--- src/rtl/sprite_pkg.sv ---
// -----------------------------------------------------------------------------
// sprite_pkg
// Shared types and constants for the sprite motion engine.
//   mode_t     : run-time motion mode (IDLE / KEY / BOUNCE / CHASE)
//   dir_t      : decoded steering direction of a WASD keycode
//   vel_t      : signed per-axis velocity in pixels per frame
//   KEY_*      : USB HID keycodes for W, A, S, D
//   DEF_*      : default playfield geometry and motion limits
// Optional build macro used by the consumers of this package: SPRITE_WRAP_EN.
// -----------------------------------------------------------------------------
package sprite_pkg;

    typedef enum logic [1:0] {
        IDLE   = 2'd0,
        KEY    = 2'd1,
        BOUNCE = 2'd2,
        CHASE  = 2'd3
    } mode_t;

    typedef enum logic [2:0] {
        DIR_NONE  = 3'd0,
        DIR_UP    = 3'd1,
        DIR_LEFT  = 3'd2,
        DIR_DOWN  = 3'd3,
        DIR_RIGHT = 3'd4
    } dir_t;

    // Four bits hold +/-7, comfortably above any sensible MAX_STEP.
    typedef logic signed [3:0] vel_t;

    localparam logic [7:0] KEY_W = 8'h1A;
    localparam logic [7:0] KEY_A = 8'h04;
    localparam logic [7:0] KEY_S = 8'h16;
    localparam logic [7:0] KEY_D = 8'h07;

    localparam int DEF_POS_W       = 10;
    localparam int DEF_X_MIN       = 0;
    localparam int DEF_X_MAX       = 639;
    localparam int DEF_Y_MIN       = 0;
    localparam int DEF_Y_MAX       = 479;
    localparam int DEF_X_CENTER    = 320;
    localparam int DEF_Y_CENTER    = 240;
    localparam int DEF_SIZE        = 32;
    localparam int DEF_MAX_STEP    = 4;
    localparam int DEF_RAMP_FRAMES = 8;

    function automatic dir_t key_to_dir(input logic [7:0] code);
        case (code)
            KEY_W:   return DIR_UP;
            KEY_A:   return DIR_LEFT;
            KEY_S:   return DIR_DOWN;
            KEY_D:   return DIR_RIGHT;
            default: return DIR_NONE;
        endcase
    endfunction

endpackage

--- src/rtl/sprite_motion_ctrl_axis.sv ---
// -----------------------------------------------------------------------------
// sprite_axis
// Purely combinational single-axis mover: next = pos + vel, then edge handling
// against the legal centre range [LO, HI].
//   i_pos        : current centre coordinate (unsigned)
//   i_vel        : velocity to apply this frame (signed)
//   i_allow_wrap : 1 = wrap to the opposite edge, 0 = clamp and reflect
//   o_pos        : coordinate after this frame
//   o_vel        : velocity after this frame (sign forced away from a hit edge)
//   o_hit        : this axis crossed an edge this frame
// The wrap path is only ever enabled by the top level when SPRITE_WRAP_EN is
// defined; otherwise i_allow_wrap is tied low and the axis reflects.
// -----------------------------------------------------------------------------
module sprite_axis
    import sprite_pkg::*;
#(
    parameter int POS_W = DEF_POS_W,
    parameter int LO    = DEF_X_MIN + DEF_SIZE,
    parameter int HI    = DEF_X_MAX - DEF_SIZE
) (
    input  logic [POS_W-1:0] i_pos,
    input  vel_t             i_vel,
    input  logic             i_allow_wrap,
    output logic [POS_W-1:0] o_pos,
    output vel_t             o_vel,
    output logic             o_hit
);

    // Two extra bits: one for sign, one of headroom, so pos + vel can never
    // wrap around before it is compared with the limits.
    localparam int NW = POS_W + 2;
    localparam logic signed [NW-1:0] LO_S  = NW'(LO);
    localparam logic signed [NW-1:0] HI_S  = NW'(HI);
    localparam logic signed [NW-1:0] ONE_S = NW'(1);

    logic signed [NW-1:0] w_vel_ext;
    logic signed [NW-1:0] w_next;
    vel_t                 w_mag;

    assign w_vel_ext = {{(NW-4){i_vel[3]}}, i_vel};
    assign w_next    = $signed({2'b00, i_pos}) + w_vel_ext;
    assign w_mag     = (i_vel < 0) ? -i_vel : i_vel;

    // NOTE: every output gets a default before any branch, so no path through
    // this block can leave a value unassigned and infer a latch.
    always_comb begin
        o_pos = POS_W'(w_next);
        o_vel = i_vel;
        o_hit = 1'b0;
        if (w_next > HI_S) begin
            o_hit = 1'b1;
            if (i_allow_wrap) begin
                // Overshoot past HI re-enters at LO with the same remainder.
                o_pos = POS_W'(LO_S + (w_next - HI_S - ONE_S));
            end else begin
                o_pos = POS_W'(HI_S);
                o_vel = -w_mag;
            end
        end else if (w_next < LO_S) begin
            o_hit = 1'b1;
            if (i_allow_wrap) begin
                o_pos = POS_W'(HI_S - (LO_S - w_next - ONE_S));
            end else begin
                o_pos = POS_W'(LO_S);
                o_vel = w_mag;
            end
        end
    end

endmodule

--- src/rtl/sprite_motion_ctrl.sv ---
// -----------------------------------------------------------------------------
// sprite_motion_ctrl
// Per-frame motion engine for one sprite. Chooses a velocity from the current
// mode, moves each axis through sprite_axis, and keeps the ramp, bounce and
// at-target bookkeeping.
// Ports:
//   frame_clk            : frame tick, all state changes on its rising edge
//   Reset                : asynchronous, active-high, clears all state
//   en                   : frame enable; 0 freezes everything, bounce_pulse=0
//   mode                 : 0=IDLE 1=KEY 2=BOUNCE 3=CHASE
//   keycode              : USB HID keycode (W/A/S/D steer in KEY mode)
//   target_x / target_y  : chase target, clamped into the legal range
//   pos_x / pos_y        : registered sprite centre
//   size                 : constant half-extent SIZE
//   vel_x / vel_y        : registered signed velocity
//   bounce_pulse         : an edge was hit on the last enabled frame
//   bounce_cnt           : edge-hit frames, modulo 256
//   at_target            : CHASE only, centre equals the clamped target
// Build macro: SPRITE_WRAP_EN -- when defined, KEY and BOUNCE modes wrap to the
// opposite edge instead of reflecting; CHASE always clamps.
// -----------------------------------------------------------------------------
module sprite_motion_ctrl
    import sprite_pkg::*;
#(
    parameter int POS_W       = DEF_POS_W,
    parameter int X_MIN       = DEF_X_MIN,
    parameter int X_MAX       = DEF_X_MAX,
    parameter int Y_MIN       = DEF_Y_MIN,
    parameter int Y_MAX       = DEF_Y_MAX,
    parameter int X_CENTER    = DEF_X_CENTER,
    parameter int Y_CENTER    = DEF_Y_CENTER,
    parameter int SIZE        = DEF_SIZE,
    parameter int MAX_STEP    = DEF_MAX_STEP,
    parameter int RAMP_FRAMES = DEF_RAMP_FRAMES
) (
    input  logic                    frame_clk,
    input  logic                    Reset,
    input  logic                    en,
    input  logic [1:0]              mode,
    input  logic [7:0]              keycode,
    input  logic [POS_W-1:0]        target_x,
    input  logic [POS_W-1:0]        target_y,
    output logic [POS_W-1:0]        pos_x,
    output logic [POS_W-1:0]        pos_y,
    output logic [POS_W-1:0]        size,
    output logic signed [3:0]       vel_x,
    output logic signed [3:0]       vel_y,
    output logic                    bounce_pulse,
    output logic [7:0]              bounce_cnt,
    output logic                    at_target
);

    localparam int NW = POS_W + 2;

    localparam logic [POS_W-1:0] X_LO = POS_W'(X_MIN + SIZE);
    localparam logic [POS_W-1:0] X_HI = POS_W'(X_MAX - SIZE);
    localparam logic [POS_W-1:0] Y_LO = POS_W'(Y_MIN + SIZE);
    localparam logic [POS_W-1:0] Y_HI = POS_W'(Y_MAX - SIZE);

    localparam logic signed [NW-1:0] MAX_S = NW'(MAX_STEP);

    // The ramp counter saturates exactly where the step reaches MAX_STEP, so
    // step = 1 + cnt / RAMP_FRAMES never needs a separate min().
    localparam int CNT_MAX = (MAX_STEP - 1) * RAMP_FRAMES;
    localparam int CNT_W   = (CNT_MAX > 0) ? $clog2(CNT_MAX + 1) : 1;
    localparam logic [CNT_W-1:0] CNT_MAX_V = CNT_W'(CNT_MAX);

    // ---------------------------------------------------------------- state
    logic [POS_W-1:0] r_pos_x;
    logic [POS_W-1:0] r_pos_y;
    vel_t             r_vel_x;
    vel_t             r_vel_y;
    dir_t             r_dir;
    logic [CNT_W-1:0] r_cnt;
    logic             r_bounce_pulse;
    logic [7:0]       r_bounce_cnt;
    logic             r_at_target;

    // ---------------------------------------------------------------- wires
    mode_t            w_mode;
    dir_t             w_key_dir;
    dir_t             w_dir_next;
    logic [CNT_W-1:0] w_cnt_next;
    vel_t             w_step;
    vel_t             w_vx_cmd;
    vel_t             w_vy_cmd;
    logic [POS_W-1:0] w_tgt_x;
    logic [POS_W-1:0] w_tgt_y;
    logic             w_allow_wrap;
    logic [POS_W-1:0] w_ax_pos_x;
    logic [POS_W-1:0] w_ax_pos_y;
    vel_t             w_ax_vel_x;
    vel_t             w_ax_vel_y;
    logic             w_hit_x;
    logic             w_hit_y;
    logic             w_hit;
    logic             w_at_target;

    assign w_mode    = mode_t'(mode);
    assign w_key_dir = key_to_dir(keycode);

    // Signed chase velocity for one axis: move straight at the target but
    // never faster than MAX_STEP, so the last step lands exactly on it.
    function automatic vel_t chase_vel(input logic [POS_W-1:0] tgt,
                                       input logic [POS_W-1:0] pos);
        logic signed [NW-1:0] d;
        d = $signed({2'b00, tgt}) - $signed({2'b00, pos});
        if (d > MAX_S) begin
            return vel_t'(MAX_STEP);
        end else if (d < -MAX_S) begin
            return vel_t'(-MAX_STEP);
        end
        return vel_t'(d);
    endfunction

    // ------------------------------------------------------- target clamping
    // A clamped target is a legal position, so chasing it never reaches the
    // axis edge logic and can never be counted as a bounce.
    always_comb begin
        w_tgt_x = target_x;
        if (target_x < X_LO) begin
            w_tgt_x = X_LO;
        end else if (target_x > X_HI) begin
            w_tgt_x = X_HI;
        end
        w_tgt_y = target_y;
        if (target_y < Y_LO) begin
            w_tgt_y = Y_LO;
        end else if (target_y > Y_HI) begin
            w_tgt_y = Y_HI;
        end
    end

    // ----------------------------------------------------------------- ramp
    // Counter grows only while the same WASD direction is held in KEY mode;
    // any other key, a direction change or leaving KEY mode restarts it.
    always_comb begin
        w_dir_next = DIR_NONE;
        w_cnt_next = '0;
        if ((w_mode == KEY) && (w_key_dir != DIR_NONE)) begin
            w_dir_next = w_key_dir;
            if (w_key_dir == r_dir) begin
                w_cnt_next = (r_cnt == CNT_MAX_V) ? r_cnt : r_cnt + 1'b1;
            end
        end
    end

    assign w_step = vel_t'(32'(w_cnt_next) / RAMP_FRAMES + 1);

    // ------------------------------------------------------ velocity command
    always_comb begin
        w_vx_cmd = r_vel_x;
        w_vy_cmd = r_vel_y;
        unique case (w_mode)
            IDLE: begin
                w_vx_cmd = '0;
                w_vy_cmd = '0;
            end
            KEY: begin
                // A non-WASD code leaves the current velocity untouched.
                unique case (w_key_dir)
                    DIR_UP: begin
                        w_vx_cmd = '0;
                        w_vy_cmd = -w_step;
                    end
                    DIR_DOWN: begin
                        w_vx_cmd = '0;
                        w_vy_cmd = w_step;
                    end
                    DIR_LEFT: begin
                        w_vx_cmd = -w_step;
                        w_vy_cmd = '0;
                    end
                    DIR_RIGHT: begin
                        w_vx_cmd = w_step;
                        w_vy_cmd = '0;
                    end
                    default: begin
                    end
                endcase
            end
            BOUNCE: begin
                // Only a stalled axis is kicked; a moving one keeps its speed.
                if (r_vel_x == 0) begin
                    w_vx_cmd = vel_t'(1);
                end
                if (r_vel_y == 0) begin
                    w_vy_cmd = vel_t'(1);
                end
            end
            CHASE: begin
                w_vx_cmd = chase_vel(w_tgt_x, r_pos_x);
                w_vy_cmd = chase_vel(w_tgt_y, r_pos_y);
            end
            default: begin
            end
        endcase
    end

`ifdef SPRITE_WRAP_EN
    assign w_allow_wrap = (w_mode == KEY) || (w_mode == BOUNCE);
`else
    assign w_allow_wrap = 1'b0;
`endif

    // ------------------------------------------------------------- the axes
    sprite_axis #(
        .POS_W (POS_W),
        .LO    (X_MIN + SIZE),
        .HI    (X_MAX - SIZE)
    ) u_axis_x (
        .i_pos        (r_pos_x),
        .i_vel        (w_vx_cmd),
        .i_allow_wrap (w_allow_wrap),
        .o_pos        (w_ax_pos_x),
        .o_vel        (w_ax_vel_x),
        .o_hit        (w_hit_x)
    );

    sprite_axis #(
        .POS_W (POS_W),
        .LO    (Y_MIN + SIZE),
        .HI    (Y_MAX - SIZE)
    ) u_axis_y (
        .i_pos        (r_pos_y),
        .i_vel        (w_vy_cmd),
        .i_allow_wrap (w_allow_wrap),
        .o_pos        (w_ax_pos_y),
        .o_vel        (w_ax_vel_y),
        .o_hit        (w_hit_y)
    );

    // A corner hit is still a single bounce event for this frame.
    assign w_hit = w_hit_x | w_hit_y;

    // Evaluated on the post-move position so the flag rises on the frame
    // that lands on the target.
    assign w_at_target = (w_mode == CHASE) &&
                         (w_ax_pos_x == w_tgt_x) && (w_ax_pos_y == w_tgt_y);

    // ------------------------------------------------------------ registers
    // NOTE: sequential state uses non-blocking assignments so every register
    // samples the pre-edge values, independent of statement order.
    always_ff @(posedge frame_clk or posedge Reset) begin
        if (Reset) begin
            r_pos_x        <= POS_W'(X_CENTER);
            r_pos_y        <= POS_W'(Y_CENTER);
            r_vel_x        <= '0;
            r_vel_y        <= '0;
            r_dir          <= DIR_NONE;
            r_cnt          <= '0;
            r_bounce_pulse <= 1'b0;
            r_bounce_cnt   <= '0;
            r_at_target    <= 1'b0;
        end else if (en) begin
            r_pos_x        <= w_ax_pos_x;
            r_pos_y        <= w_ax_pos_y;
            r_vel_x        <= w_ax_vel_x;
            r_vel_y        <= w_ax_vel_y;
            r_dir          <= w_dir_next;
            r_cnt          <= w_cnt_next;
            r_bounce_pulse <= w_hit;
            r_bounce_cnt   <= r_bounce_cnt + 8'(w_hit);
            r_at_target    <= w_at_target;
        end else begin
            r_bounce_pulse <= 1'b0;
        end
    end

    assign pos_x        = r_pos_x;
    assign pos_y        = r_pos_y;
    assign size         = POS_W'(SIZE);
    assign vel_x        = r_vel_x;
    assign vel_y        = r_vel_y;
    assign bounce_pulse = r_bounce_pulse;
    assign bounce_cnt   = r_bounce_cnt;
    assign at_target    = r_at_target;

endmodule

--- config.mk ---
export PLATFORM = sky130hd
export DESIGN_NAME = sprite_motion_ctrl
export DESIGN_NICKNAME = d
export VERILOG_FILES = /design/src/rtl/sprite_pkg.sv /design/src/rtl/sprite_motion_ctrl_axis.sv /design/src/rtl/sprite_motion_ctrl.sv
export SDC_FILE = /design/constraint.sdc
export NUM_CORES = 1
export LEC_CHECK = 0
export BUFFER_PORTS_ARGS = -buffer_cell sky130_fd_sc_hd__buf_2
export CORE_AREA = 2 2 114 116
export CTS_CLUSTER_DIAMETER = 150
export CTS_CLUSTER_SIZE = 14
export DETAILED_ROUTE_END_ITERATION = 6
export DIE_AREA = 0 0 116 118
export PLACE_DENSITY = 0.78
export SETUP_SLACK_MARGIN = 0.4
export SKIP_LAST_GASP = 1
export SLEW_MARGIN = 20
export SYNTH_ARGS = -nofsm -noshare
export SYNTH_HDL_FRONTEND = slang
export SYNTH_SLANG_ARGS = --single-unit
--- constraint.sdc ---
create_clock -name frame_clk -period 6.4 [get_ports frame_clk]
set_input_delay 0 -clock frame_clk [delete_from_list [all_inputs] [get_ports frame_clk]]
set_output_delay 0 -clock frame_clk [all_outputs]
set_load 0.01 [all_outputs]
# --- Word level (Yosys, flattened, before mapping) ---
# Index checks and enable logic that the tools add are counted.
op_classes:
  n_eq_ne: 16
  div_mod_pow: 0
  n_addsub: 12
  muxes: 42
  multipliers: 0
  shifts: 0
  magnitude_cmp: 14
  bitwise_logic: 1
  n_reduce_logical: 10
ops:
  columns: ["operator", "count"]
  rows:
  - ["$mux 10", 8]
  - ["$logic_not 32->1", 2]
  - ["$mux 4", 14]
  - ["$pmux 4 s4", 2]
  - ["$add 11x4->12", 2]
  - ["$lt 12x7->1 const B", 2]
  - ["$pmux 4 s3", 2]
  - ["$gt 11x4->1 const B", 2]
  - ["$lt 11x3->1 const B", 2]
  - ["$sub 10x10->11", 2]
  - ["$eq 10x10->1", 2]
  - ["$lt 10x6->1 const B", 2]
  - ["$eq 8x3->1 const B", 2]
  - ["$eq 8x5->1 const B", 2]
  - ["$neg 4->4", 4]
  - ["$mux 5", 3]
  - ["$gt 12x10->1 const B", 1]
  - ["$gt 12x11->1 const B", 1]
  - ["$pmux 3 s4", 1]
  - ["$mux 1", 11]
  - ["$gt 10x10->1 const B", 1]
  - ["$gt 10x9->1 const B", 1]
  - ["$add 8x1->8", 1]
  - ["$lt 4x1->1 const B", 2]
  - ["other kinds (18)", 23]
totals:
  output_inout_bits: 48
  register_bits: 46
  wordCells: 105
  romBits: 0
  latch_bits: 0
  ramBits: 0
  memories: 0
  inputBits: 33

# --- Logic depth before layout (Yosys ltp) ---
logic_depth:
  word_depth: 17
  depth_mapped: 32
  depth_no_buf: 31

# --- Hierarchy ---
# A second synthesis with hierarchy kept.
unflattened:
  hier_cells: 776
  area_unflattened_um2: 6244.7
by_module_without_submodules:
  columns: ["module", "seq_area_each_um2", "n_inst", "cells_per_inst", "area_per_inst_um2"]
  rows:
  - ["sprite_motion_ctrl", 1158.6, 1, 468, 3977.6]
  - ["sprite_axis (u_axis_y)", 0.0, 1, 153, 1144.8]
  - ["sprite_axis (u_axis_x)", 0.0, 1, 155, 1122.3]

# --- Least setup slack after synthesis ---
# OpenSTA, ideal clock, no wires.
synth_timing:
  path_kind: "input -> register"
  startpoint: "in target_x[8]"
  endpoint: "reg r_at_target (netlist: at_target)"
  required_time_ns: 6.290
  t_arrival_ns: 6.528
  n_path_buf: 1
  setup_ns: 0.110
  path_stages: 26
  path_slack_ns: -0.239
  path_cell_list: "buf_4 nor4_1 nand2b_1 a21oi_1 ha_1 inv_1 a2111oi_1 a211oi_4 a2111oi_0 nor4_1 a2111oi_0 nor4b_1 o21ai_0 nand2_1 ha_1 a211o_1 a211oi_2 o31ai_2 xor2_1 nand2_1 o31ai_2 mux2i_2 a21o_1 a211o_1 or4_1 o41ai_1"
synth_via:
  elab_chain_cells: 17
  word_cells_on_any_way: 21
  classes_between: "add/sub: 2; order compare: 6; eq/ne: 1; mux: 10; reduce/logical: 2"
synth_lines:
  columns: ["element", "line_no", "text"]
  rows:
  - ["start, declared", "sprite_motion_ctrl.sv:41", "input logic [POS_W-1:0] target_x,"]
  - ["$gt 10x10->1", "sprite_motion_ctrl.sv:123", "end else if (target_x > X_HI) begin"]
  - ["$mux 10", "sprite_motion_ctrl.sv:123", null]
  - ["$mux 10 (*)", "sprite_motion_ctrl.sv:121", "if (target_x < X_LO) begin"]
  - ["$sub 10x10->11", "sprite_motion_ctrl.sv:107", "d = $signed({2'b00, tgt}) - $signed({2'b00, pos});"]
  - ["$lt 11x3->1", "sprite_motion_ctrl.sv:110", "end else if (d < -MAX_S) begin"]
  - ["$mux 1", "sprite_motion_ctrl.sv:110", null]
  - ["$mux 1", "sprite_motion_ctrl.sv:108", "if (d > MAX_S) begin"]
  - ["$mux 1", "sprite_motion_ctrl.sv:154", "unique case (w_mode)"]
  - ["$mux 4", "sprite_motion_ctrl.sv:113", "return vel_t'(d);"]
  - ["$pmux 4 s4", "sprite_motion_ctrl.sv:154", null]
  - ["$add 11x4->12", "sprite_motion_ctrl_axis.sv:41", "assign w_next = $signed({2'b00, i_pos}) + w_vel_ext;"]
  - ["$lt 12x7->1", "sprite_motion_ctrl_axis.sv:59", "end else if (w_next < LO_S) begin"]
  - ["$mux 10", "sprite_motion_ctrl_axis.sv:59", null]
  - ["$mux 10", "sprite_motion_ctrl_axis.sv:50", "if (w_next > HI_S) begin"]
  - ["$eq 10x10->1 (*)", "sprite_motion_ctrl.sv:239", "(w_ax_pos_x == w_tgt_x) && (w_ax_pos_y == w_tgt_y);"]
  - ["$logic_and 1x1->1 (*)", "sprite_motion_ctrl.sv:238", "assign w_at_target = (w_mode == CHASE) &&"]
  - ["$logic_and 1x1->1 (*)", "sprite_motion_ctrl.sv:239", null]
  - ["end signal, assigned", "sprite_motion_ctrl.sv:264", "r_at_target <= w_at_target;"]
  - ["end, declared", "sprite_motion_ctrl.sv:77", "logic r_at_target;"]
# Mark *: on every way between the ends. The rest lies on a longest branch, timed or not. The select of a mux whose other input is x is not followed.
# A chain may end at the register's enable or synchronous reset.

# --- Final worst setup path ---
layout_timing:
  startpoint: "reg r_pos_x[2] (netlist: pos_x[2])"
  endpoint: "reg r_at_target (netlist: at_target)"
layout_via:
  elab_chain_cells: 14
  word_cells_on_any_way: 17
  classes_between: "add/sub: 2; order compare: 4; eq/ne: 1; mux: 8; reduce/logical: 2"
layout_lines:
  columns: ["element", "line_no", "text"]
  rows:
  - ["start, declared", "sprite_motion_ctrl.sv:69", "logic [POS_W-1:0] r_pos_x;"]
  - ["start signal, assigned", "sprite_motion_ctrl.sv:246", "r_pos_x <= POS_W'(X_CENTER);"]
  - ["start signal, assigned", "sprite_motion_ctrl.sv:256", "r_pos_x <= w_ax_pos_x;"]
  - ["$sub 10x10->11", "sprite_motion_ctrl.sv:107", null]
  - ["$lt 11x3->1", "sprite_motion_ctrl.sv:110", null]
  - ["$mux 1", "sprite_motion_ctrl.sv:110", null]
  - ["$mux 1", "sprite_motion_ctrl.sv:108", null]
  - ["$mux 1", "sprite_motion_ctrl.sv:154", null]
  - ["$mux 4", "sprite_motion_ctrl.sv:113", null]
  - ["$pmux 4 s4", "sprite_motion_ctrl.sv:154", null]
  - ["$add 11x4->12 (*)", "sprite_motion_ctrl_axis.sv:41", null]
  - ["$lt 12x7->1", "sprite_motion_ctrl_axis.sv:59", null]
  - ["$mux 10", "sprite_motion_ctrl_axis.sv:59", null]
  - ["$mux 10 (*)", "sprite_motion_ctrl_axis.sv:50", null]
  - ["$eq 10x10->1 (*)", "sprite_motion_ctrl.sv:239", null]
  - ["$logic_and 1x1->1 (*)", "sprite_motion_ctrl.sv:238", null]
  - ["$logic_and 1x1->1 (*)", "sprite_motion_ctrl.sv:239", null]
# Marks and branches as above.

==> metrics <==
Root Driver=clkbuf_16; first-pass GRT wire length=around 36 mm; final antenna-violating net count=0; Fin Setup TNS=0 ns; Clock transition at path regs=0.08 ns; global route hottest layer=met2; Final HPWL DP=16.4 mm; Power, Total=5.62 mW; yosys warns=0; final hold viol count=0; hold path startpoint=keycode[0]; # setup viols final=0; Power Density=595 mW/mm^2; Slew HR=0.408; share of cells above drive strength 1=0.379; CTS Sinks=46; leak pwr=between 4 and 5 nW; hold path depth=4; GR Util met1=0.442; NumNets Final=1188; r2r endpoint=at_target; initial antenna violation count=0; Max Buffers Root-to-Sink=2; Cells after Synth=between 800 and 900; status=finished, final reports clean; Post-Route WL=24.5 mm; R2R setup slack=0.29 ns; Seq/Total Area, Yosys=0.173; Final min period=6.11 ns; unrepaired setup endpoints after global routing=yes; Num CTS Buffers=5; hold path endpoint=r_dir[1]; Worst setup EP type=register; R2R Path Start=pos_x[2]; peak supply drop=333 uV; Max Fanout on Critical Path=5; Arr. time, crit path=approximately 6.3 ns; Worst-Margin Slew=0.887 ns; max_cap viols=0; most common cell in the netlist=nor2_1; Starting DRT DRC Count=around 1.0k; Post-Syn Area per Cell=~7.5 um^2; synthesized cell area=0.00670 mm^2; XOR/XNOR Fraction of Synth Area=0.0510; DR vias=8356; Post-synth EDFFs=0; Skew-Pair Late Insertion Delay=0.32 ns; Final Cycle Share=0.955; largest family of logic cells by synthesized area=compound AO/OA/AOI/OAI gates; Top FF cell, synth=dfrtp_1; core footprint=approximately 0.012 mm^2; register bit count reported by yosys=between 40 and 50; IO Count=81; die width=116 um; most common library cells after synthesis=nor2_1 (89), a21oi_1 (67), nand2_1 (65); DRC errors left=0; WL/cell=19.2 um; GRT Overall Usage=0.318; grt ovf=0; top cells by area, synth=dfrtp_1 (15%), ha_1 (9.3%), a21oi_1 (5.0%); Inst Count DP=1227; drt first pass iters=6; pins over their slew limit=0; pre-CTS WS=-0.231 ns; post-DR vias/cell=6.55; R2R depth=24; worst hold path class=input pin to register; Synth Area in Simple Gates=0.230; fmax=164 MHz; fin worst setup slack=0.286 ns; non-filler cells, final=1275; Die Span Y=118 um; clock skew=0.0101 ns; Initial Util=0.540; Yosys top cell by area=dfrtp_1; met3 usage=0.0592; hold_ws=0.142 ns; htree depth=2; vias in the first global route=roughly 7.3k; mux contribution to synthesized area=0.0295; Compound-Gate Fraction of Synth Area=0.347; PortBufs=70; GR Util met2=0.501; largest net degree at the start of global routing=between 50 and 60; RePlAce Congestion=between 0.9 and 1; Synth Area in Adders=0.104; die area=about 0.014 mm^2; startpoint types=register; async set-or-reset flop fraction in the synthesized netlist=1.00; critical path class=register to register; diode count=0; top cell type's share of synthesized area=0.149; Layout area overhead=40.8%; synth unique cells=91; CTS tree=yes; CP required=about 6.6 ns; row cnt=41
worst max-delay path: stages, from the launching register on:
cell	delay (ns)
dfrtp_2	0.41
inv_1	0.16
ha_4	0.24
buf_6	0.13
a211oi_4	0.35
buf_4	0.19
buf_4	0.12
xnor2_1	0.12
a211oi_2	0.30
o2111ai_4	0.19
buf_4	0.18
o32a_1	0.40
ha_4	0.33
o21a_1	0.21
a211oi_4	0.11
buf_6	0.14
o31ai_4	0.36
a21o_1	0.20
nand4_1	0.09
o211ai_1	0.41
o221ai_4	0.23
a21oi_2	0.23
xnor2_1	0.13
or4_4	0.57
o41ai_2	0.20
metrics by stage:
step	cell area, um^2	util
3_5_place_dp	8330	0.671
2_1_floorplan	7030	-
6_report	9440	0.760
3_3_place_gp	8330	0.671
4_1_cts	8730	0.703
5_1_grt	9440	0.760
worst max-delay path by stage:
stage                startpoint        end  slack, ns  cells past startpoint
finish                 pos_x[2]  at_target       0.29                     24
detailed placement  target_x[8]  at_target      -0.23                     28
CTS                 target_x[6]  at_target       0.32                     30
global route           pos_y[1]  at_target      -0.05                     23
floorplan           target_x[5]  at_target       0.41                     25
global placement    target_y[6]  at_target      -0.15                     31
final cells by class:
class	count	area, um^2
clock inverter	3	26.3
inverter	62	234
fill	860	2980
timing repair buffer	237	1650
sequential	46	1160
clock buffer	5	125
multi-input combinational	750	6020
tap	172	215
state kept, by name (all words and copies together), names as in the netlist:
name,flops
pos_y,10
at_target,1
pos_x,10
bounce_cnt,8
vel_x,4
bounce_pulse,1
r_dir,3
vel_y,4
r_cnt,5
timing repair:
action / CTS / global route
hold buffers: 1 / 0
gates cloned: 0 / 0
hold endpoints to repair: 26 / 0
setup endpoints to repair: 9 / 18
setup buffers: 9 / 30
pin swaps: 26 / 70
resized for setup: 45 / 102
cells in the final DEF (no fill, tap or decap), types with 9 or more instances in the layout:
cell        n
a21oi_2    13
o21ai_2    10
inv_1      52
dfrtp_1    36
a211oi_1   11
a21oi_1    51
nand2_1    60
o21a_1     12
nor2b_1    12
nand4_1    11
ha_1       32
o31ai_1     9
nor3_1     19
buf_4     163
xor2_1     11
nor2_2     11
nand3_1    15
a211o_1     9
o211ai_1   20
ha_4       14
buf_2      65
or3_1      10
xnor2_1    27
nor2_1     76
a31oi_1    12
mux2_2     11
o21ai_0    34
conb_1     11
nand2b_1   12
and2_1     10
a21o_1     14
routing by layer:
metal / wire length [um] / up-vias
li1: - / 3769
met1: 9690 / 3886
met2: 11100 / 566
met3: 2590 / 135
met4: 1190 / 0
met5: 0 / -
cells by family after synthesis:
| group | count (synthesis) |
|---|---|
| buffers and inverters | 103 |
| AOI/OAI and AO/OA | 323 |
| adders and majority gates | 54 |
| and+or+nand+nor | 305 |
| muxes | 18 |
| xor gates and xnor gates | 39 |
| DFF | 46 |
| other | 2 |
power by group:
group	total [mW]	internal, mW	switching (mW)
combinational	4.80	2.19	2.61
sequential	0.525	0.404	0.121
clock	0.296	0.150	0.146
total	5.62	2.74	2.88
Power figures use the tool's default switching activity.
